<file path="src/rtl/trena_periodica.sv">
// Periodic ultrasonic ranging controller: trigger generation, echo timing, averaging,
// binary-to-BCD conversion and valid/accept hand-off of the result.
module trena_periodica #(
  parameter int unsigned TRIGGER_CICLOS = 500,
  parameter int unsigned CICLOS_POR_CM  = 2941,
  parameter int unsigned TIMEOUT_CICLOS = 1500000,
  parameter int unsigned PERIODO_CICLOS = 5000000,
  parameter int unsigned N_LOG2         = 2,
  parameter int unsigned DIGITOS        = 3
) (
  input  logic                   clock,
  input  logic                   reset,
  input  logic                   mensurar,
  input  logic                   modo,
  input  logic                   echo,
  input  logic                   dado_aceito,
  output logic                   trigger,
  output logic [4*DIGITOS-1:0]   distancia,
  output logic                   dado_valido,
  output logic                   fora_alcance,
  output logic                   erro_timeout,
  output logic                   pronto,
  output logic [3:0]             db_estado
);

  localparam int unsigned CM_MAX = 10**DIGITOS - 1;
  localparam int unsigned W      = $clog2(10**DIGITOS);
  localparam int unsigned AW     = W + N_LOG2;
  localparam int unsigned NW     = N_LOG2 + 1;
  localparam int unsigned BW     = 4 * DIGITOS;
  localparam int unsigned SW     = $clog2(CICLOS_POR_CM + 1);
  localparam int unsigned PW     = $clog2(PERIODO_CICLOS + 1);
  localparam int unsigned CW     = $clog2(TIMEOUT_CICLOS + TRIGGER_CICLOS + W + 2);

  typedef enum logic [3:0] {
    OCIOSO      = 4'd0,
    DISPARO     = 4'd1,
    ESPERA_ECHO = 4'd2,
    MEDE        = 4'd3,
    ACUMULA     = 4'd4,
    INTERVALO   = 4'd5,
    MEDIA       = 4'd6,
    CONVERTE    = 4'd7,
    DISPONIVEL  = 4'd8,
    ABORTA      = 4'd9
  } estado_t;

  estado_t         estado_q, estado_d;
  logic            echo_s1_q, echo_s2_q, echo_s3_q;
  logic [CW-1:0]   cnt_q, cnt_d;
  logic [PW-1:0]   per_q, per_d;
  logic [SW-1:0]   sub_q, sub_d;
  logic [W-1:0]    cm_q, cm_d;
  logic            sat_q, sat_d;
  logic [AW-1:0]   acc_q, acc_d;
  logic [NW-1:0]   nam_q, nam_d;
  logic [W-1:0]    bin_q, bin_d;
  logic [BW-1:0]   bcd_q, bcd_d;
  logic [BW-1:0]   adj;
  logic            trigger_q, trigger_d;
  logic [BW-1:0]   dist_q, dist_d;
  logic            valido_q, valido_d;
  logic            fora_q, fora_d;
  logic            erro_q, erro_d;
  logic            pronto_q, pronto_d;
  logic            rise;
  logic            per_fim;

  assign rise    = echo_s2_q & ~echo_s3_q;
  assign per_fim = (per_q == PW'(PERIODO_CICLOS - 1));

  always_comb begin
    // double-dabble correction: add 3 to every digit >= 5 before the shift
    for (int i = 0; i < int'(DIGITOS); i++) begin
      adj[4*i +: 4] = (bcd_q[4*i +: 4] >= 4'd5) ? bcd_q[4*i +: 4] + 4'd3 : bcd_q[4*i +: 4];
    end
    estado_d  = estado_q;
    cnt_d     = cnt_q;
    per_d     = per_fim ? per_q : per_q + PW'(1);
    sub_d     = sub_q;
    cm_d      = cm_q;
    sat_d     = sat_q;
    acc_d     = acc_q;
    nam_d     = nam_q;
    bin_d     = bin_q;
    bcd_d     = bcd_q;
    dist_d    = dist_q;
    valido_d  = valido_q;
    fora_d    = fora_q;
    erro_d    = erro_q;
    pronto_d  = 1'b0;
    trigger_d = 1'b0;

    case (estado_q)
      OCIOSO: begin
        acc_d = '0;
        nam_d = '0;
        sat_d = 1'b0;
        if (mensurar || modo) estado_d = DISPARO;
      end
      DISPARO: begin
        cnt_d = cnt_q + CW'(1);
        if (cnt_q == CW'(TRIGGER_CICLOS - 1)) begin
          estado_d = ESPERA_ECHO;
          cnt_d    = '0;
        end
      end
      ESPERA_ECHO: begin
        cnt_d = cnt_q + CW'(1);
        if (rise) begin
          // the first synchronised high cycle already counts towards the width
          estado_d = MEDE;
          cnt_d    = CW'(1);
          sub_d    = (CICLOS_POR_CM == 1) ? '0 : SW'(1);
          cm_d     = (CICLOS_POR_CM == 1) ? W'(1) : '0;
        end else if (cnt_q == CW'(TIMEOUT_CICLOS - 1)) begin
          estado_d = ABORTA;
        end
      end
      MEDE: begin
        if (!echo_s2_q) begin
          estado_d = ACUMULA;
        end else if (cnt_q == CW'(TIMEOUT_CICLOS)) begin
          estado_d = ABORTA;
        end else begin
          cnt_d = cnt_q + CW'(1);
          if (sub_q == SW'(CICLOS_POR_CM - 1)) begin
            sub_d = '0;
            if (cm_q == W'(CM_MAX)) sat_d = 1'b1;
            else                    cm_d  = cm_q + W'(1);
          end else begin
            sub_d = sub_q + SW'(1);
          end
        end
      end
      ACUMULA: begin
        acc_d = acc_q + AW'(cm_q);
        nam_d = nam_q + NW'(1);
        if (nam_q == NW'(2**N_LOG2 - 1)) estado_d = MEDIA;
        else                             estado_d = INTERVALO;
      end
      INTERVALO: begin
        if (per_fim) estado_d = DISPARO;
      end
      MEDIA: begin
        bin_d    = W'(acc_q >> N_LOG2);
        bcd_d    = '0;
        cnt_d    = '0;
        estado_d = CONVERTE;
      end
      CONVERTE: begin
        bcd_d = BW'({adj, bin_q[W-1]});
        bin_d = W'({bin_q, 1'b0});
        cnt_d = cnt_q + CW'(1);
        if (cnt_q == CW'(W - 1)) begin
          estado_d = DISPONIVEL;
          dist_d   = BW'({adj, bin_q[W-1]});
          valido_d = 1'b1;
          fora_d   = sat_q;
          erro_d   = 1'b0;
        end
      end
      DISPONIVEL: begin
        if (dado_aceito) begin
          valido_d = 1'b0;
          pronto_d = 1'b1;
          acc_d    = '0;
          nam_d    = '0;
          sat_d    = 1'b0;
          // a stalled consumer may already have let the period expire
          if (modo) estado_d = per_fim ? DISPARO : INTERVALO;
          else      estado_d = OCIOSO;
        end
      end
      ABORTA: begin
        acc_d    = '0;
        nam_d    = '0;
        sat_d    = 1'b0;
        estado_d = modo ? INTERVALO : OCIOSO;
      end
      default: estado_d = OCIOSO;
    endcase

    if (estado_d == ABORTA) begin
      erro_d   = 1'b1;
      pronto_d = 1'b1;
      fora_d   = 1'b0;
    end
    if (estado_d == DISPARO && estado_q != DISPARO) begin
      per_d = '0;
      cnt_d = '0;
    end
    trigger_d = (estado_d == DISPARO);
  end

  always_ff @(posedge clock or negedge reset) begin
    if (!reset) begin
      estado_q  <= OCIOSO;
      echo_s1_q <= 1'b0;
      echo_s2_q <= 1'b0;
      echo_s3_q <= 1'b0;
      cnt_q     <= '0;
      per_q     <= '0;
      sub_q     <= '0;
      cm_q      <= '0;
      sat_q     <= 1'b0;
      acc_q     <= '0;
      nam_q     <= '0;
      bin_q     <= '0;
      bcd_q     <= '0;
      trigger_q <= 1'b0;
      dist_q    <= '0;
      valido_q  <= 1'b0;
      fora_q    <= 1'b0;
      erro_q    <= 1'b0;
      pronto_q  <= 1'b0;
    end else begin
      estado_q  <= estado_d;
      echo_s1_q <= echo;
      echo_s2_q <= echo_s1_q;
      echo_s3_q <= echo_s2_q;
      cnt_q     <= cnt_d;
      per_q     <= per_d;
      sub_q     <= sub_d;
      cm_q      <= cm_d;
      sat_q     <= sat_d;
      acc_q     <= acc_d;
      nam_q     <= nam_d;
      bin_q     <= bin_d;
      bcd_q     <= bcd_d;
      trigger_q <= trigger_d;
      dist_q    <= dist_d;
      valido_q  <= valido_d;
      fora_q    <= fora_d;
      erro_q    <= erro_d;
      pronto_q  <= pronto_d;
    end
  end

  assign trigger      = trigger_q;
  assign distancia    = dist_q;
  assign dado_valido  = valido_q;
  assign fora_alcance = fora_q;
  assign erro_timeout = erro_q;
  assign pronto       = pronto_q;
  assign db_estado    = estado_q;

endmodule

</file>
<file path="config.mk">
export PLATFORM = sky130hd
export DESIGN_NAME = trena_periodica
export DESIGN_NICKNAME = d
export VERILOG_FILES = /design/src/rtl/trena_periodica.sv
export SDC_FILE = /design/constraint.sdc
export NUM_CORES = 1
export LEC_CHECK = 0
export CAP_MARGIN = 20
export CORE_MARGIN = 4
export CORE_UTILIZATION = 35
export CTS_CLUSTER_DIAMETER = 80
export DETAILED_ROUTE_END_ITERATION = 12
export GPL_TIMING_DRIVEN = 0
export HOLD_SLACK_MARGIN = 0.06
export SETUP_SLACK_MARGIN = 0.3
export SYNTH_ARGS = -nofsm -noshare
export SYNTH_HDL_FRONTEND = slang
export SYNTH_SLANG_ARGS = --single-unit
</file>
<file path="constraint.sdc">
create_clock -name clock -period 2.7 [get_ports clock]
set_clock_uncertainty 0.15 [all_clocks]
set_input_delay 0.54 -clock clock [delete_from_list [all_inputs] [get_ports clock]]
set_output_delay 0.54 -clock clock [all_outputs]
set_load 0.05 [all_outputs]
</file>
# Yosys cells after proc, flatten, opt, wreduce, memory -nomap -nowiden
# Index checks and enable logic that the tools add are counted.
dict set report classes {
  eq_ne 31
  n_reduce_logical 20
  mux 59
  n_addsub 9
  bitwise 2
  order_cmp 3
}
# cell count
set ops {}
lappend ops {{21-bit 2-to-1 mux} 5}
lappend ops {{21-bit one-hot mux with 5 select lines} 1}
lappend ops {{12-bit 2-to-1 mux} 5}
lappend ops {{10-bit 2-to-1 mux} 5}
lappend ops {{12-bit one-hot mux with 2 select lines} 2}
lappend ops {{23-bit 2-to-1 mux} 2}
lappend ops {{4-bit 2-to-1 mux} 11}
lappend ops {{21-bit == test (second input constant)} 2}
lappend ops {{10-bit one-hot mux with 2 select lines} 2}
lappend ops {{4-bit one-hot mux with 10 select lines} 1}
lappend ops {{12-bit one-hot mux with 3 select lines} 1}
lappend ops {{23-bit by 1-bit adder with 23-bit output (second input constant)} 1}
lappend ops {{23-bit == test (second input constant)} 1}
lappend ops {{21-bit by 1-bit adder with 21-bit output (second input constant)} 1}
lappend ops {{21-bit by 4-bit == test with 1-bit output (second input constant)} 1}
lappend ops {{21-bit by 9-bit == test with 1-bit output (second input constant)} 1}
lappend ops {{4-bit by 3-bit == test with 1-bit output (second input constant)} 4}
lappend ops {{2-bit inequality test (second input constant)} 8}
lappend ops {{1-bit 2-to-1 mux} 15}
lappend ops {{3-bit 2-to-1 mux} 5}
lappend ops {{12-bit by 1-bit adder with 12-bit output (second input constant)} 1}
lappend ops {{12-bit by 10-bit adder with 12-bit output} 1}
lappend ops {{12-bit == test (second input constant)} 1}
lappend ops {{4-bit == test (second input constant)} 3}
lappend ops {{29 further kinds} 44}
dict set report totals {
  out_inout_bits 21
  regBits 128
  word_cells 143
  inputBits 6
}

# Longest topological paths before layout
dict set report depth {
  ltp_word 9
  mapped_depth 10
  mapped_depth_nobuf 8
}

# Least setup slack after synthesis
# OpenSTA, ideal clock, no wires.
dict set report synth_timing {
  path_kind {flip-flop to flip-flop}
  startpoint {register estado_q[2], in the netlist db_estado[2]}
  endpoint {register cnt_q[13]}
  path_stages_with_launch 9
  setup_time_ns 0.123
  required_time_ns 2.427
  n_path_buf 2
  arrival_time_ns 2.518
  setup_slack_ns -0.091
  period_less_slack_ns 2.791
  cell_sequence {dfrtp_1 clkbuf_1 nor2b_1 nand3_1 a31oi_1 nor2_1 a311oi_4 buf_6 a21oi_1}
}
dict set report synth_via {
  elab_chain_len 7
  word_cells_on_any_way 29
  classes_between {13 x eq/ne; 12 x mux; 4 x reduce/logical}
}
# item line_no
set synth_lines {}
lappend synth_lines {{start: declaration} 48} ;# estado_t estado_q, estado_d;
lappend synth_lines {{start signal: assignment} 218} ;# estado_q <= estado_d;
lappend synth_lines {{4-bit 2-to-1 mux (on tied branches)} {123, 116}}
lappend synth_lines {{4-bit 2-to-1 mux (on tied branches)} {121, 110}}
lappend synth_lines {{4-bit one-hot mux with 10 select lines} 94} ;# case (estado_q)
lappend synth_lines {{4-bit by 1-bit == test with 1-bit output} 189} ;# if (estado_d == DISPARO && estado_q != DISPARO) begin
lappend synth_lines {{1-bit logical AND} 189}
lappend synth_lines {{6-bit nonzero test (no line) / 3-bit inequality test (equally long branches)} --}
lappend synth_lines {{3-bit AND reduction (no line)} --}
lappend synth_lines {{end signal: assignment} 222} ;# cnt_q <= cnt_d;
lappend synth_lines {{end: declaration} 50} ;# logic [CW-1:0] cnt_q, cnt_d;
# Parallel ways exist; a longest one is shown, timed or not.
# A chain may end at the register's enable or synchronous reset.

# Worst setup path in the final report
dict set report layout_timing {
  startpoint {register cnt_q[11]}
  endpoint {register per_q[12]}
}
dict set report layout_via {
  elab_chain_len 7
  word_cells_on_any_way 15
  classes_between {6 x eq/ne; 8 x mux; 1 x reduce/logical}
}
# item line_no
set layout_lines {}
lappend layout_lines {{21-bit == test (on tied branches)} {123, 116}}
lappend layout_lines {{4-bit 2-to-1 mux (on tied branches)} {123, 116}}
lappend layout_lines {{4-bit 2-to-1 mux (on tied branches)} {121, 110}}
lappend layout_lines {{4-bit one-hot mux with 10 select lines *} 94}
lappend layout_lines {{4-bit by 1-bit == test with 1-bit output *} 189}
lappend layout_lines {{1-bit logical AND *} 189}
lappend layout_lines {{2-bit by 1-bit inequality test with 1-bit output (no line) / 23-bit 2-to-1 mux (equally long branches)} --}
lappend layout_lines {{end signal: assignment} 223} ;# per_q <= per_d;
lappend layout_lines {{end: declaration} 51} ;# logic [PW-1:0] per_q, per_d;
# Mark *: on every way between the ends. The rest lies on a longest branch, timed or not.

==> qor.csv <==
stage;metric;value;unit
logic_synthesis;adder-cell area share of the yosys netlist;4.55;%
finish;cell area after layout;0.0100;sq mm
critical_path;worst path cell trace;or4_4 -> nor4_4 -> buf_4 -> buf_6 -> buf_8 -> nand2_1 -> nand2_2 -> and4b_1 -> buf_6 -> buf_12 -> clkbuf_16 -> a21oi_2;
timing;min Tclk post-route;2.67;ns
run_status;status;completed;
timing;Final setup viols;0;
global_routing;largest net degree at the start of global routing;76;
logic_synthesis;Post-synth EDFFs;0;
logic_synthesis;simple-gate share of the synthesized area;22.4;%
critical_path;Setup CP Type;reg -> reg;
logic_synthesis;largest family of logic cells by synthesized area;simple AND/OR/NAND/NOR gates;
floorplanning;core area;0.0204;sq mm
logic_synthesis;Post-Syn Nets;813;
power_and_ir_drop;leak pwr;4.14;nW
logic_synthesis;Synth Area in Compound Gates;18.8;%
drt;post-route DRC violation count;0;
finish;fill count;1827;
critical_path;CP Launch Type;flip-flop;
power_and_ir_drop;Psw;1.41;mW
drt;vias per cell;5.40;
timing;FMAX;374;MHz
floorplanning;Initial Util;35.9;%
clocking;worst skew pair latency;0.43;ns
logic_synthesis;#FFs+latches synth;128;
clocking;CTS tree;yes;
finish;most frequent cells in the layout;dfrtp_1, nand2_1, o21ai_0, a21oi_2, buf_4;
global_routing;antenna violations before repair;0;
timing;RSZ-0062 raised after global routing;true;
clocking;Root Driver;clkbuf_16;
critical_path;CP endpoint kind;flip-flop;
drt;antenna-violating nets left;0;
floorplanning;Die Span Y;153;um
finish;final net count;923;
critical_path;Worst path max stage delay;0.58;ns
power_and_ir_drop;Max rail drop VDD;0.000341;V
power_and_ir_drop;Sw Ratio;27.3;%
global_routing;gr usage total;15.9;%
logic_synthesis;sequential cell area fraction in the yosys report;43.8;%
drt;Vias;6340;
timing;worst slew pin tran;0.781;ns
critical_path;CP max FO;6;
timing;Tcrit/Tclk final;99.0;%
finish;share of layout cells above drive strength 1;27.4;%
placement;gpl congestion;0.827;
clocking;Longest Clk Path Bufs;2;
logic_synthesis;ys async rst share;100;%
critical_path;CP Data Required Time;2.87;ns
floorplanning;Die X-Extent;153;um
placement;placed cell areas;0.00810;sq mm
power_and_ir_drop;Overall Power;5.17;mW
logic_synthesis;Post-Syn Area;0.00731;sq mm
power_and_ir_drop;Pint;3.76;mW
global_routing;first-pass GRT wire length;30.8;mm
timing;Fin Setup TNS;0;ns
job;max cap viols;0;
logic_synthesis;Post-Synth XOR/XNOR Area;5.39;%
timing;Hold WS;0.197;ns
clocking;clk sinks;128;
logic_synthesis;Avg Cell Area, Syn;9.36;sq um
floorplanning;Die ar.;0.0233;sq mm
power_and_ir_drop;Comb power frac;13.2;%
clocking;CTS H-tree lvls;4;
drt;drt first pass iters;5;
logic_synthesis;Yosys warnings;0;
drt;wire per inst;16.3;um
power_and_ir_drop;Clk pwr share;45.3;%
timing;Max-slew headroom;47.9;%
placement;worst slack, placed;-0.355;ns
critical_path;CP bufs+invs;6;
critical_path;CP max stage cell;or4_4;
floorplanning;Rows;52;
drt;DRT Wirelength;19.1;mm
logic_synthesis;Synth Flop Type;dfrtp_1;
critical_path;arrival time at the worst endpoint;2.84;ns
finish;Syn-to-layout area delta;36.8;%
drt;Initial DRC Count;495;
finish;diode count;0;
clocking;clock-pin slew on the worst setup and hold paths;0.06;ns
timing;Final Hold Viols;0;
critical_path;CP top delay family;simple AND/OR/NAND/NOR gates;
logic_synthesis;Synth cell types;70;
finish;commonest non-fill, non-tap cell in the layout;dfrtp_1;
placement;detailed-placement wirelength estimate;12.1;mm
critical_path;most frequent CP cell;buf_6;
power_and_ir_drop;sequential share of power;41.5;%
timing;setup ws final;0.0274;ns
logic_synthesis;Syn Inst Count;781;
global_routing;vias in the first global route;5970;
global_routing;GR Overflow Total;0;
placement;PortBufs;26;
power_and_ir_drop;Pwr per Cell Area;517;mW/mm^2
logic_synthesis;multiplexer share of the synthesized area;0.702;%
floorplanning;I/O pins;27;
timing;Max Slew Vio Count;0;
hold_path;Hold Crit Class;reg -> reg;
clocking;total CTS buffers;17;
-- per-layer routing --
metal	global-route usage (%)	part of all wire (%)	vias up
li1	-	-	3101
met1	22.3	49	3099
met2	24.7	46	121
met3	3.58	3.7	19
met4	4.54	1.2	0
met5	0	0	-
-- final timing paths --
check | depth (start not counted) | slack [ns] | end | from
worst min register to register | 0 | 0.20 | echo_s2_q$_DFF_PN0_ | echo_s1_q$_DFF_PN0_
min in group asynchronous | 2 | 0.48 | cm_q[5]$_DFFE_PN0P_ | reset
max in group asynchronous | 3 | 1.13 | db_estado[3]$_DFF_PN0_ | reset
worst max register to register | 12 | 0.03 | per_q[12]$_DFFE_PN0P_ | cnt_q[11]$_DFFE_PN0P_
worst min-delay path | 0 | 0.20 | echo_s2_q$_DFF_PN0_ | echo_s1_q$_DFF_PN0_
worst max-delay path | 12 | 0.03 | per_q[12]$_DFFE_PN0P_ | cnt_q[11]$_DFFE_PN0P_
-- kinds of logic after synthesis --
family,Yosys count
AND/OR/NAND/NOR,301
AO/OA/AOI/OAI,212
flip-flops,128
buffers and inverters,64
XOR/XNOR,45
adder cells (fa/ha/maj),26
multiplexers,5
-- through the flow --
step	util, %	std cells
2_1_floorplan	-	781
3_3_place_gp	39.6	1077
3_5_place_dp	39.8	1078
4_1_cts	46.1	1145
5_1_grt	49.1	1174
6_report	49.1	1174
-- sequential cells by signal, summed over array words and instances, names as in the netlist, 3 cells and up --
register / cells
distancia: 12
bin_q: 10
cnt_q: 21
cm_q: 10
sub_q: 12
bcd_q: 12
nam_q: 3
db_estado: 4
per_q: 23
acc_q: 12
-- Yosys cell counts, types with 11 or more instances --
master,number,area (sq um)
xor2_1,24,210
inv_1,26,97.6
a21oi_1,57,285
nor3b_1,15,113
dfrtp_1,128,3200
nand4_1,20,125
nor2_1,36,135
nor3_1,14,70.1
nand2_1,93,349
xnor2_1,21,184
nand3_1,39,195
clkbuf_1,23,86.3
o21ai_0,62,310
ha_1,25,313
nor4_1,11,68.8
-- area by class of cell --
cell class,instances,area (sq um),area share (%)
inverters,26,97.6,0.976
clock buffers,21,470,4.70
repair buffers,91,956,9.56
flip-flops and latches,128,3210,32.1
plain buffers,38,310,3.10
clock inverters,11,128,1.28
multi-input cells,589,4490,44.9
well taps,270,338,3.38
-- power by group through the flow --
stage	Combinational (mW)	Sequential [mW]	Clock (mW)
floorplan	0.363	2.14	0
global placement	0.489	2.17	0
detailed placement	0.499	2.17	0
CTS	0.629	2.14	2.36
global route	0.749	2.16	2.47
finish	0.684	2.15	2.34
-- timing repair --
item | CTS | global route
hold buffers | 1 | 0
cloned | 1 | 3
pin swaps | 22 | 48
setup buffers | 33 | 26
endpoints found under the setup margin | 112 | 96
resized for setup | 90 | 77
hold endpoints to repair | 53 | 0
No activity file was read; power rests on OpenSTA's default activity.
